$ cat config.mk
export PLATFORM = sky130hd
export DESIGN_NAME = approx_adder_err_monitor
export DESIGN_NICKNAME = d
export VERILOG_FILES = /design/src/rtl/approx_adder_err_monitor.sv
export SDC_FILE = /design/constraint.sdc
export NUM_CORES = 1
export LEC_CHECK = 0
export ABC_AREA = 1
export CORE_UTILIZATION = 50
export CTS_CLUSTER_DIAMETER = 80
export DETAILED_ROUTE_END_ITERATION = 6
export DONT_BUFFER_PORTS = 1
export GPL_TIMING_DRIVEN = 0
export PLACE_DENSITY_LB_ADDON = 0.05
export SLEW_MARGIN = 20
export SYNTH_ARGS = -nofsm -noshare
export SYNTH_HDL_FRONTEND = slang
export SYNTH_SLANG_ARGS = --single-unit
$ cat constraint.sdc
create_clock -name clk -period 4.2 [get_ports clk]
set_input_delay 0.42 -clock clk [delete_from_list [all_inputs] [get_ports clk]]
set_output_delay 0.42 -clock clk [all_outputs]
set_load 0.05 [all_outputs]
$ cat src/rtl/approx_adder_err_monitor.sv
// Error-statistics monitor for N-bit approximate adders: exact vs approx, ED stats.
// Optional APPROX_MON_SQERR_EN adds a saturating sum of squared ED (sum_sq_ed).
module approx_adder_err_monitor #(
  parameter int unsigned N     = 16,
  parameter int unsigned CNT_W = 32,
  parameter int unsigned ACC_W = 48
) (
  input  logic             clk,
  input  logic             rst_n,
  input  logic             start,
  input  logic [CNT_W-1:0] cfg_num_samples,
  input  logic             in_valid,
  output logic             in_ready,
  input  logic [N-1:0]     in_x,
  input  logic [N-1:0]     in_y,
  input  logic [N-1:0]     in_s,
  input  logic             in_co,
  output logic             busy,
  output logic             done,
  output logic [CNT_W-1:0] sample_cnt,
  output logic [CNT_W-1:0] err_cnt,
  output logic [N:0]       max_ed,
  output logic [ACC_W-1:0] sum_ed
`ifdef APPROX_MON_SQERR_EN
  ,
  output logic [2*ACC_W-1:0] sum_sq_ed
`endif
);

  typedef enum logic [1:0] {
    IDLE,
    RUN,
    DRAIN,
    DONE
  } state_t;

  localparam logic [CNT_W-1:0] ONE = {{(CNT_W-1){1'b0}}, 1'b1};

  state_t           state_q;
  logic [CNT_W-1:0] rem_q;
  logic             v1_q;
  logic [N:0]       exact_q;
  logic [N:0]       approx_q;
  logic [CNT_W-1:0] cnt_q;
  logic [CNT_W-1:0] err_q;
  logic [N:0]       max_q;
  logic [ACC_W-1:0] sum_q;

  logic             xfer;
  logic             start_ok;
  logic [N:0]       ed;
  logic [ACC_W:0]   sum_ext;
  logic [ACC_W-1:0] sum_d;

  assign in_ready = (state_q == RUN) && (rem_q != '0);
  assign xfer     = in_valid && in_ready;
  assign start_ok = start && ((state_q == IDLE) || (state_q == DONE));
  assign busy     = (state_q == RUN) || (state_q == DRAIN);
  assign done     = (state_q == DONE);

  assign sample_cnt = cnt_q;
  assign err_cnt    = err_q;
  assign max_ed     = max_q;
  assign sum_ed     = sum_q;

  // Unsigned error distance between the registered exact and approximate sums
  always_comb begin
    ed = '0;
    if (exact_q >= approx_q) ed = exact_q - approx_q;
    else                     ed = approx_q - exact_q;
  end

  // Saturating ED accumulation
  always_comb begin
    sum_ext = {1'b0, sum_q} + {{(ACC_W-N){1'b0}}, ed};
    sum_d   = sum_ext[ACC_W] ? '1 : sum_ext[ACC_W-1:0];
  end

`ifdef APPROX_MON_SQERR_EN
  logic [2*ACC_W-1:0] sq_q;
  logic [2*N+1:0]     sq;
  logic [2*ACC_W:0]   sq_ext;
  logic [2*ACC_W-1:0] sq_d;

  assign sum_sq_ed = sq_q;

  // Saturating squared-ED accumulation
  always_comb begin
    sq     = ed * ed;
    sq_ext = {1'b0, sq_q} + {{(2*ACC_W-2*N-1){1'b0}}, sq};
    sq_d   = sq_ext[2*ACC_W] ? '1 : sq_ext[2*ACC_W-1:0];
  end

  // Squared-ED register follows the same clear/update rules as sum_ed
  always_ff @(posedge clk or negedge rst_n) begin
    if (!rst_n)        sq_q <= '0;
    else if (start_ok) sq_q <= '0;
    else if (v1_q)     sq_q <= sq_d;
  end
`endif

  // Run control: state and remaining-sample counter
  always_ff @(posedge clk or negedge rst_n) begin
    if (!rst_n) begin
      state_q <= IDLE;
      rem_q   <= '0;
    end else begin
      unique case (state_q)
        IDLE, DONE: begin
          if (start) begin
            state_q <= RUN;
            rem_q   <= cfg_num_samples;
          end
        end
        RUN: begin
          if (xfer)          rem_q   <= rem_q - ONE;
          if (rem_q == '0)   state_q <= DRAIN;
        end
        DRAIN: begin
          if (!v1_q) state_q <= DONE;
        end
        default: state_q <= IDLE;
      endcase
    end
  end

  // Stage 1: capture exact and approximate sums on each transfer
  always_ff @(posedge clk or negedge rst_n) begin
    if (!rst_n) begin
      v1_q     <= 1'b0;
      exact_q  <= '0;
      approx_q <= '0;
    end else begin
      v1_q <= xfer;
      if (xfer) begin
        exact_q  <= {1'b0, in_x} + {1'b0, in_y};
        approx_q <= {in_co, in_s};
      end
    end
  end

  // Stage 2: clear on an accepted start, otherwise fold in each stage-1 sample
  always_ff @(posedge clk or negedge rst_n) begin
    if (!rst_n) begin
      cnt_q <= '0;
      err_q <= '0;
      max_q <= '0;
      sum_q <= '0;
    end else if (start_ok) begin
      cnt_q <= '0;
      err_q <= '0;
      max_q <= '0;
      sum_q <= '0;
    end else if (v1_q) begin
      cnt_q <= cnt_q + ONE;
      if (ed != '0) err_q <= err_q + ONE;
      if (ed > max_q) max_q <= ed;
      sum_q <= sum_d;
    end
  end

endmodule
Word-level counts from Yosys, hierarchy flattened
Cells that the tools add are included.
Word-level totals
  register bits after elaboration: 198
  input bits: 85
  output and inout port bits: 132
  word-level logic and storage cells: 62
Operators by class
  add/subtract/negate cells: 7
  order comparisons: 2
  equal/unequal tests: 7
  mux-type cells: 19
  reduce and logical (&&, ||, !) cells: 18
Operator list (number)
  $mux W32: 7
  $mux W48: 3
  $mux W17: 4
  $add A32 B1 Y32 const B: 2
  $pmux W32 S2: 1
  $add A48 B17 Y49: 1
  $sub A17 B17 Y17: 2
  $logic_not A32 Y1: 1
  $reduce_bool A32 Y1: 1
  $sub A32 B1 Y32 const B: 1
  $add A16 B16 Y17: 1
  $ge A17 B17 Y1: 1
  $gt A17 B17 Y1: 1
  $reduce_bool A17 Y1: 1
  $reduce_bool A2 Y1: 4
  $mux W2: 3
  $ne A2 B2 Y1 const B: 3
  $pmux W2 S3: 1
  $reduce_and A3 Y1: 2
  $eq A2 B2 Y1 const B: 2
  $reduce_and A2 Y1: 2
  $logic_and A1 B1 Y1: 3
  $eq A2 B1 Y1 const B: 1
  $logic_not A2 Y1: 1
  3 further kinds: 4

Logic depth before layout (Yosys ltp)
Gate-level depths: netlist of run 1.
  depth in word-level cells: 6
  depth in mapped cells: 30
  depth with buffers taken out: 29

Worst setup path before layout of run 1
No wires, ideal clock.
  kind: flip-flop to flip-flop
  from: register exact_q[2]
  to: register sum_q[2], in the netlist sum_ed[2]
  arrival: 3.622 ns
  slack: 0.512 ns
  stages on the path, launching flop included: 27
  path buffers: 3
  cell sequence: dfrtp_1 -> inv_1 -> ha_1 -> buf_2 -> nand2_1 -> nor2_1 -> nand3_1 -> nand3_1 -> nand2_2 -> nand2_4 -> buf_8 -> nand2_1 -> nand2_1 -> inv_1 -> ha_1 -> nand2_1 -> nor2_1 -> inv_1 -> nor2_1 -> and3_1 -> nand2_1 -> nand2_1 -> nand2_1 -> nor2_2 -> clkbuf_1 -> o21ai_0 -> nand2_1
On the way
  cells in the longest elaborated chain, start to end: 6
  elaborated cells between the ends (all ways): 8
  classes of those cells: 3 x add/sub; 1 x order compare; 4 x mux
Ends and longest elaborated chain
  from (decl): line 42  | logic [N:0] exact_q;
  from (signal assigned): line 136  | exact_q <= {1'b0, in_x} + {1'b0, in_y};
  $sub A17 B17 Y17, or another cell as far along: line 70  | else ed = approx_q - exact_q;
  $mux W17 *: line 69  | if (exact_q >= approx_q) ed = exact_q - approx_q;
  $add A48 B17 Y49 *: line 75  | sum_ext = {1'b0, sum_q} + {{(ACC_W-N){1'b0}}, ed};
  $mux W48 *: line 76  | sum_d = sum_ext[ACC_W] ? '1 : sum_ext[ACC_W-1:0];
  $mux W48 *: line 154  | end else if (v1_q) begin
  $mux W48 *: line 149  | end else if (start_ok) begin
  to (signal assigned): line 158  | sum_q <= sum_d;
  to (decl): line 47  | logic [ACC_W-1:0] sum_q;
Every way passes the cells marked *; elsewhere a longest branch is shown, timed or not. The select of a mux whose other input is x is not followed.
A chain may end at the register's enable or synchronous reset.

Worst setup path after layout of run 1
  from: register exact_q[14]
  to: register sum_q[30], in the netlist sum_ed[30]
The elaborated chain is that of the path after synthesis.

==> results_dict.tcl, run 1 <==
set metrics [dict create \
    min_path_type "primary input to async pin" \
    rsz0062_at_grt "true" \
    required_ns 4.53 \
    fin_crit_sh_pct 94.7 \
    synthesis.area_sq_mm 0.0152 \
    crit_top_cell "nand2_1" \
    yosysSeqAreaShare_pct 32.6 \
    cp_top_family "simple AND/OR/NAND/NOR gates" \
    place_hpwl_um 34600 \
    min_period_ns 3.98 \
    clock.fmax_mhz 251 \
    final_design_area_no_fill_sq_mm 0.0170 \
    critPathKind "flip-flop to flip-flop" \
    cts_root_buf "clkbuf_16" \
    wire_per_inst_um 16.6 \
    ys_seq_elements 198 \
    syn_inst 2262 \
    boundaryPins 217 \
    area_growth_pct 11.6 \
    syn_nets 2441 \
    grt_util_all_layers_pct 29.1 \
    die_area_sq_mm 0.0311 \
    drv_cap 0 \
    max_slew_margin_pct 43.8 \
    io_buffers 0 \
    overflow 0 \
    status "finished with violations" \
    wl_um 44900 \
    diodes 0 \
    syn_avg_cell_area_sq_um 6.72 \
    synth_flop_cell "dfrtp_1" \
    nets 2485 \
    clock-sinks 198 \
    finalSetupViolCount 0 \
    cp_num_buf_inv 6 \
    cpMaxStageDelayCell "fa_1" \
    utilization_pct 56.9 \
    cp-end-kind "flip-flop" \
    critPathLaunchType "flip-flop" \
    antenna_found_initial 0 \
    coreArea_sq_mm 0.0298 \
    multiInputGateArea_sq_mm 0.00927 \
    clock_latency_ns 0.46 \
    die_y_um 176 \
    grt_pass1_wl_um 71800 \
    ys_warn_count 0 \
    clk_pin_slew_ns 0.08 \
    cp_max_fo 7 \
    drtPass1Iterations 5 \
    remaining_drc_errors 0 \
    hold_violations 198 \
    fin_skew_ns 0.0156 \
    arrival_ns 4.31 \
    gp_congestion 0.937 \
    slew_violations 0 \
    grt_pass1_vias 13900 \
    start_util_pct 51.0 \
    num_rows 63 \
    antenna_left 0 \
    timing_worst_slew_pin_value_ns 0.835 \
    synth_edf_count 0 \
    cts_tree "yes" \
    fillers 2949 \
    via_count 14600 \
    htree_levels 4 \
    cts.path.max_buffers 2 \
    drive_gt1_share_pct 8.15 \
    yosysUniqueCellTypes 55 \
    die_x_um 176 \
    max_stage_delay_ns 0.45 \
    cts-buffers-inserted 17 \
    placed_area_sq_mm 0.0157 \
    hold_ws_ns -0.355 \
    drt-initial-drc-count 898 \
    violations "negative hold slack" \
    final-seq-area_sq_mm 0.00496 \
    synthArstFlopShare_pct 100 \
    vias_per_cell 5.41 \
    grt_max_degree 199 \
]
==> cell usage after synthesis (all sizes together), types with 5 or more instances <==
| cell | n | area, sq um |
|---|---|---|
| or2 | 7 | 43.8 |
| xnor2 | 23 | 201 |
| xor2 | 68 | 596 |
| buf | 17 | 116 |
| nand3 | 138 | 691 |
| ha | 90 | 1130 |
| o22ai | 21 | 131 |
| clkbuf | 31 | 116 |
| nor2 | 218 | 853 |
| a31oi | 19 | 119 |
| nor3 | 58 | 307 |
| nand4 | 33 | 206 |
| inv | 320 | 1200 |
| a211oi | 7 | 52.6 |
| nand2 | 690 | 2650 |
| nor4 | 15 | 93.8 |
| o211ai | 11 | 82.6 |
| a21oi | 87 | 439 |
| dfrtp | 198 | 4950 |
| nand3b | 5 | 37.5 |
| a21o | 7 | 52.6 |
| o21ai | 167 | 843 |
==> sequential cells by signal, summed over array words and instances, names as in the netlist <==
name,flops
exact_q,17
err_cnt,32
rem_q,32
v1_q,1
sum_ed,48
approx_q,17
sample_cnt,32
max_ed,17
state_q,2
==> per-layer routing <==
layer	up-vias	global-route usage [%]	part of all wire, %
li1	7389	-	-
met1	6771	38.3	44
met2	431	48.1	47
met3	56	5.92	6.8
met4	0	8.26	1.9
met5	-	0	0
==> cell type report <==
type,instances,area share [%]
multi-input cells,1694,54.6
flip-flops and latches,198,29.2
inverters,323,7.19
well taps,390,2.88
clock buffers,20,2.69
plain buffers,48,1.45
repair buffers,23,1.09
clock inverters,11,0.841
repair inverters,1,0.0369
==> worst paths after layout <==
check | start | end | slack (ns) | depth (start not counted)
setup / recovery | exact_q[14] | sum_ed[30] | 0.22 | 26
min in group clk | in_s[10] | approx_q[10] | 0.09 | 2
setup reg to reg | exact_q[14] | sum_ed[30] | 0.22 | 26
hold reg to reg | rem_q[31] | rem_q[31] | 0.53 | 2
max in group asynchronous | rst_n | exact_q[1] | 4.08 | 0
hold / removal | rst_n | sum_ed[2] | -0.36 | 0
==> cells by family after synthesis <==
| group | after synthesis | synth area share [%] |
|---|---|---|
| AO/OA/AOI/OAI | 338 | 12.3 |
| XOR/XNOR | 91 | 5.24 |
| adder cells (fa/ha/maj) | 94 | 7.93 |
| buffers and inverters | 371 | 9.50 |
| flip-flops | 198 | 32.6 |
| AND/OR/NAND/NOR | 1170 | 32.4 |
==> cell usage in the layout (no fill, tap or decap), types with 11 or more instances in the layout <==
cell type  Yosys  layout
ha_4           0      17
clkbuf_1      31      28
o211ai_1      11      11
clkbuf_16      0      17
a31oi_1       19      18
inv_1        313     309
nand4_1       33      33
a21oi_1       86      81
nor3_1        56      55
xor2_1        68      68
o22ai_1       21      21
nor4_1        15      15
dfrtp_1      198     197
o21ai_0      151     138
nand2_1      675     658
nand2_2       12      26
buf_4          1      26
nor2_1       210     201
nand3_1      138     133
o21ai_1       14      25
ha_1          90      67
xnor2_1       23      23
==> worst register-to-register path: cells and delay by family, from the launching register on <==
family | cells | cell delay, ns
flops | 1 | 0.40
simple gates | 14 | 1.45
compound gates | 4 | 0.54
fa+ha+maj | 2 | 0.84
buf+inv | 6 | 0.59
==> per-stage QoR <==
step           TNS [ns]  worst slack, ns  hold slack [ns]  instances
6_report              0            0.223           -0.355       2708
2_1_floorplan         0            0.512            0.124       2262
3_3_place_gp     -24.41           -0.825            0.129       2652
4_1_cts        -0.00780         -0.00780           -0.365       2686
5_1_grt          -0.298          -0.0624           -0.365       2708
3_5_place_dp     -26.99           -0.866            0.128       2652
==> what timing repair did <==
action                                  4_1_cts  5_1_grt
gates resized for setup                      28      100
pin swaps                                     3       12
gates cloned                                  0        2
endpoints found under the setup margin       58       65
buffers inserted                              3       20
hold endpoints to repair                    198      198
Power of run 1 is left out: the tool's default activity adds up to more than one toggle a clock period on the data nets, which glitch-free logic cannot reach.
==> run 2, diff against run 1 <==
Settings changed: CTS_CLUSTER_SIZE set to 10.
Clock period 4.2 ns to 4.4 ns, I/O delays scaled along.
==> run 2 against run 1 <==
The run still ends with negative hold slack left. Critical endpoint is now sum_ed[28]. Sequential share of layout area up 0.58 points. Cell count is 0.48% lower. Highest routed layer unchanged. Cell area decreased by 1.9%.
==> results_dict.tcl, run 2 (synthesized netlist as in run 1, its figures left out) <==
set metrics [dict create \
    status "finished with violations" \
    violations "negative hold slack" \
    place_hpwl_um 34600 \
    crit_top_cell "nand2_1" \
    grt_pass1_vias 13900 \
    critPathLaunchType "flip-flop" \
    finalSetupViolCount 0 \
    grt_max_degree 199 \
    pwr-share-seq_pct 20.3 \
    diodes 0 \
    p_int_w 0.00677 \
    swShare_pct 56.2 \
    clk_pin_slew_ns 0.08 \
    cts-buffers-inserted 17 \
    drtPass1Iterations 6 \
    cpMaxStageDelayCell "fa_1" \
    max_slew_margin_pct 44.9 \
    nets 2472 \
    final_common_cell "nand2_1" \
    area_growth_pct 9.42 \
    htree_levels 4 \
    start_util_pct 51.0 \
    cts_root_buf "clkbuf_16" \
    antenna_found_initial 0 \
    max_stage_delay_ns 0.48 \
    required_ns 4.72 \
    io_buffers 0 \
    largest_reg_flops 48 \
    timing_worst_slew_pin_value_ns 0.819 \
    cp_top_family "simple AND/OR/NAND/NOR gates" \
    place_inst 2652 \
    cp_num_cells 24 \
    power_w 0.0155 \
    drive_gt1_share_pct 6.29 \
    fillers 2977 \
    drt-initial-drc-count 964 \
    arrival_ns 4.49 \
    worstRegToRegCells 24 \
    p_clk_share_pct 10.6 \
    p_comb_share_pct 69.1 \
    p_leak_nw 8.15 \
    r2r-start "exact_q[9]" \
    layout_common_cells "nand2_1, inv_1, nor2_1, dfrtp_1, o21ai_0" \
    clock-sinks 198 \
    fin_crit_sh_pct 94.9 \
    instances_no_fill 2695 \
    startpoint "exact_q[9]" \
    slew_violations 0 \
    wl_um 44300 \
    power_density_mw_per_mm2 929 \
    peakVddDrop_mv 0.671 \
    drv_cap 0 \
    min_path_type "primary input to async pin" \
    gp_congestion 0.937 \
    remaining_drc_errors 0 \
    vias_per_cell 5.39 \
    wire_per_inst_um 16.4 \
    boundaryPins 217 \
    cts_tree "yes" \
    num_rows 63 \
    die_y_um 176 \
    p_sw_w 0.00869 \
    hold_ws_ns -0.332 \
    via_count 14500 \
    cp-end-kind "flip-flop" \
    clock_latency_ns 0.46 \
    min_period_ns 4.18 \
    die_x_um 176 \
    critPathKind "flip-flop to flip-flop" \
    cts.path.max_buffers 2 \
    cp_num_buf_inv 4 \
    coreArea_sq_mm 0.0298 \
    grt_util_all_layers_pct 29.0 \
    clock.fmax_mhz 239 \
    hold_violations 198 \
    die_area_sq_mm 0.0311 \
    fin_skew_ns 0.0139 \
    antenna_left 0 \
    worstPathCellList "inv_1, ha_2, nand2_1, nor2_4, nand2_2, nor3_4, nor2_4, buf_4, nand3b_1, nand2_1, fa_1, inv_1, nand3_1, nand2_1, a21oi_4, o21bai_4, nand2_1, nand2_1, inv_1, o21ai_0, or2_2, nand3_1, nand2_1, o21ai_0" \
    grt_pass1_wl_um 71700 \
    cp_max_fo 7 \
    overflow 0 \
]
[run 2: layout make-up]
| type | count | area (sq um) | area share [%] |
|---|---|---|---|
| plain buffers | 48 | 245 | 1.47 |
| clock buffers | 20 | 457 | 2.74 |
| clock inverters | 11 | 143 | 0.857 |
| inverters | 323 | 1220 | 7.33 |
| multi-input cells | 1693 | 9040 | 54.3 |
| flip-flops and latches | 198 | 4960 | 29.8 |
| well taps | 390 | 488 | 2.93 |
| repair buffers | 12 | 90.1 | 0.541 |
[run 2: timing repair]
item,in CTS,in global routing
pin swaps,2,4
setup endpoints to repair,44,58
setup buffers,2,10
endpoints found under the hold margin,198,198
resized for setup,10,65
[run 2: layer usage]
metal  vias up  GRT usage [%]  share of wire (%)
met2       394           48.1                 47
met5         -              0                  0
li1       7348              -                  -
met4         0           8.19                1.9
met3        52           5.90                6.9
met1      6744           38.2                 45
[run 2: path summary, 6_finish.rpt]
check	endpoint	slack [ns]
worst max-delay path	sum_ed[28]	0.22
worst min-delay path	sum_ed[2]	-0.33
worst max register to register	sum_ed[28]	0.22
worst min register to register	rem_q[31]	0.54
max in group asynchronous	exact_q[1]	4.25
min in group clk	approx_q[10]	0.11
[run 2: stage by stage]
stage / utilization [%] / setup WS, ns / cell area (sq um) / hold WS, ns / TNS (ns)
after global placement: 52.7 / -0.625 / 15700 / 0.149 / -14.53
after CTS: 54.8 / 0.00378 / 16300 / -0.345 / 0
after global routing: 55.8 / -0.00924 / 16600 / -0.345 / -0.0101
after floorplan: - / 0.712 / 15200 / 0.144 / 0
after detailed placement: 52.7 / -0.666 / 15700 / 0.148 / -16.79
final: 55.8 / 0.224 / 16600 / -0.332 / 0
[run 2: power groups by stage]
stage               clock network [W]  logic [W]  registers [W]
finish                        0.00164     0.0107        0.00314
global route                  0.00175     0.0121        0.00321
CTS                           0.00168     0.0101        0.00313
detailed placement                  0     0.0100        0.00316
global placement                    0    0.00987        0.00315
floorplan                           0    0.00759        0.00302
Note: power is estimated with default switching activity, not from simulation.
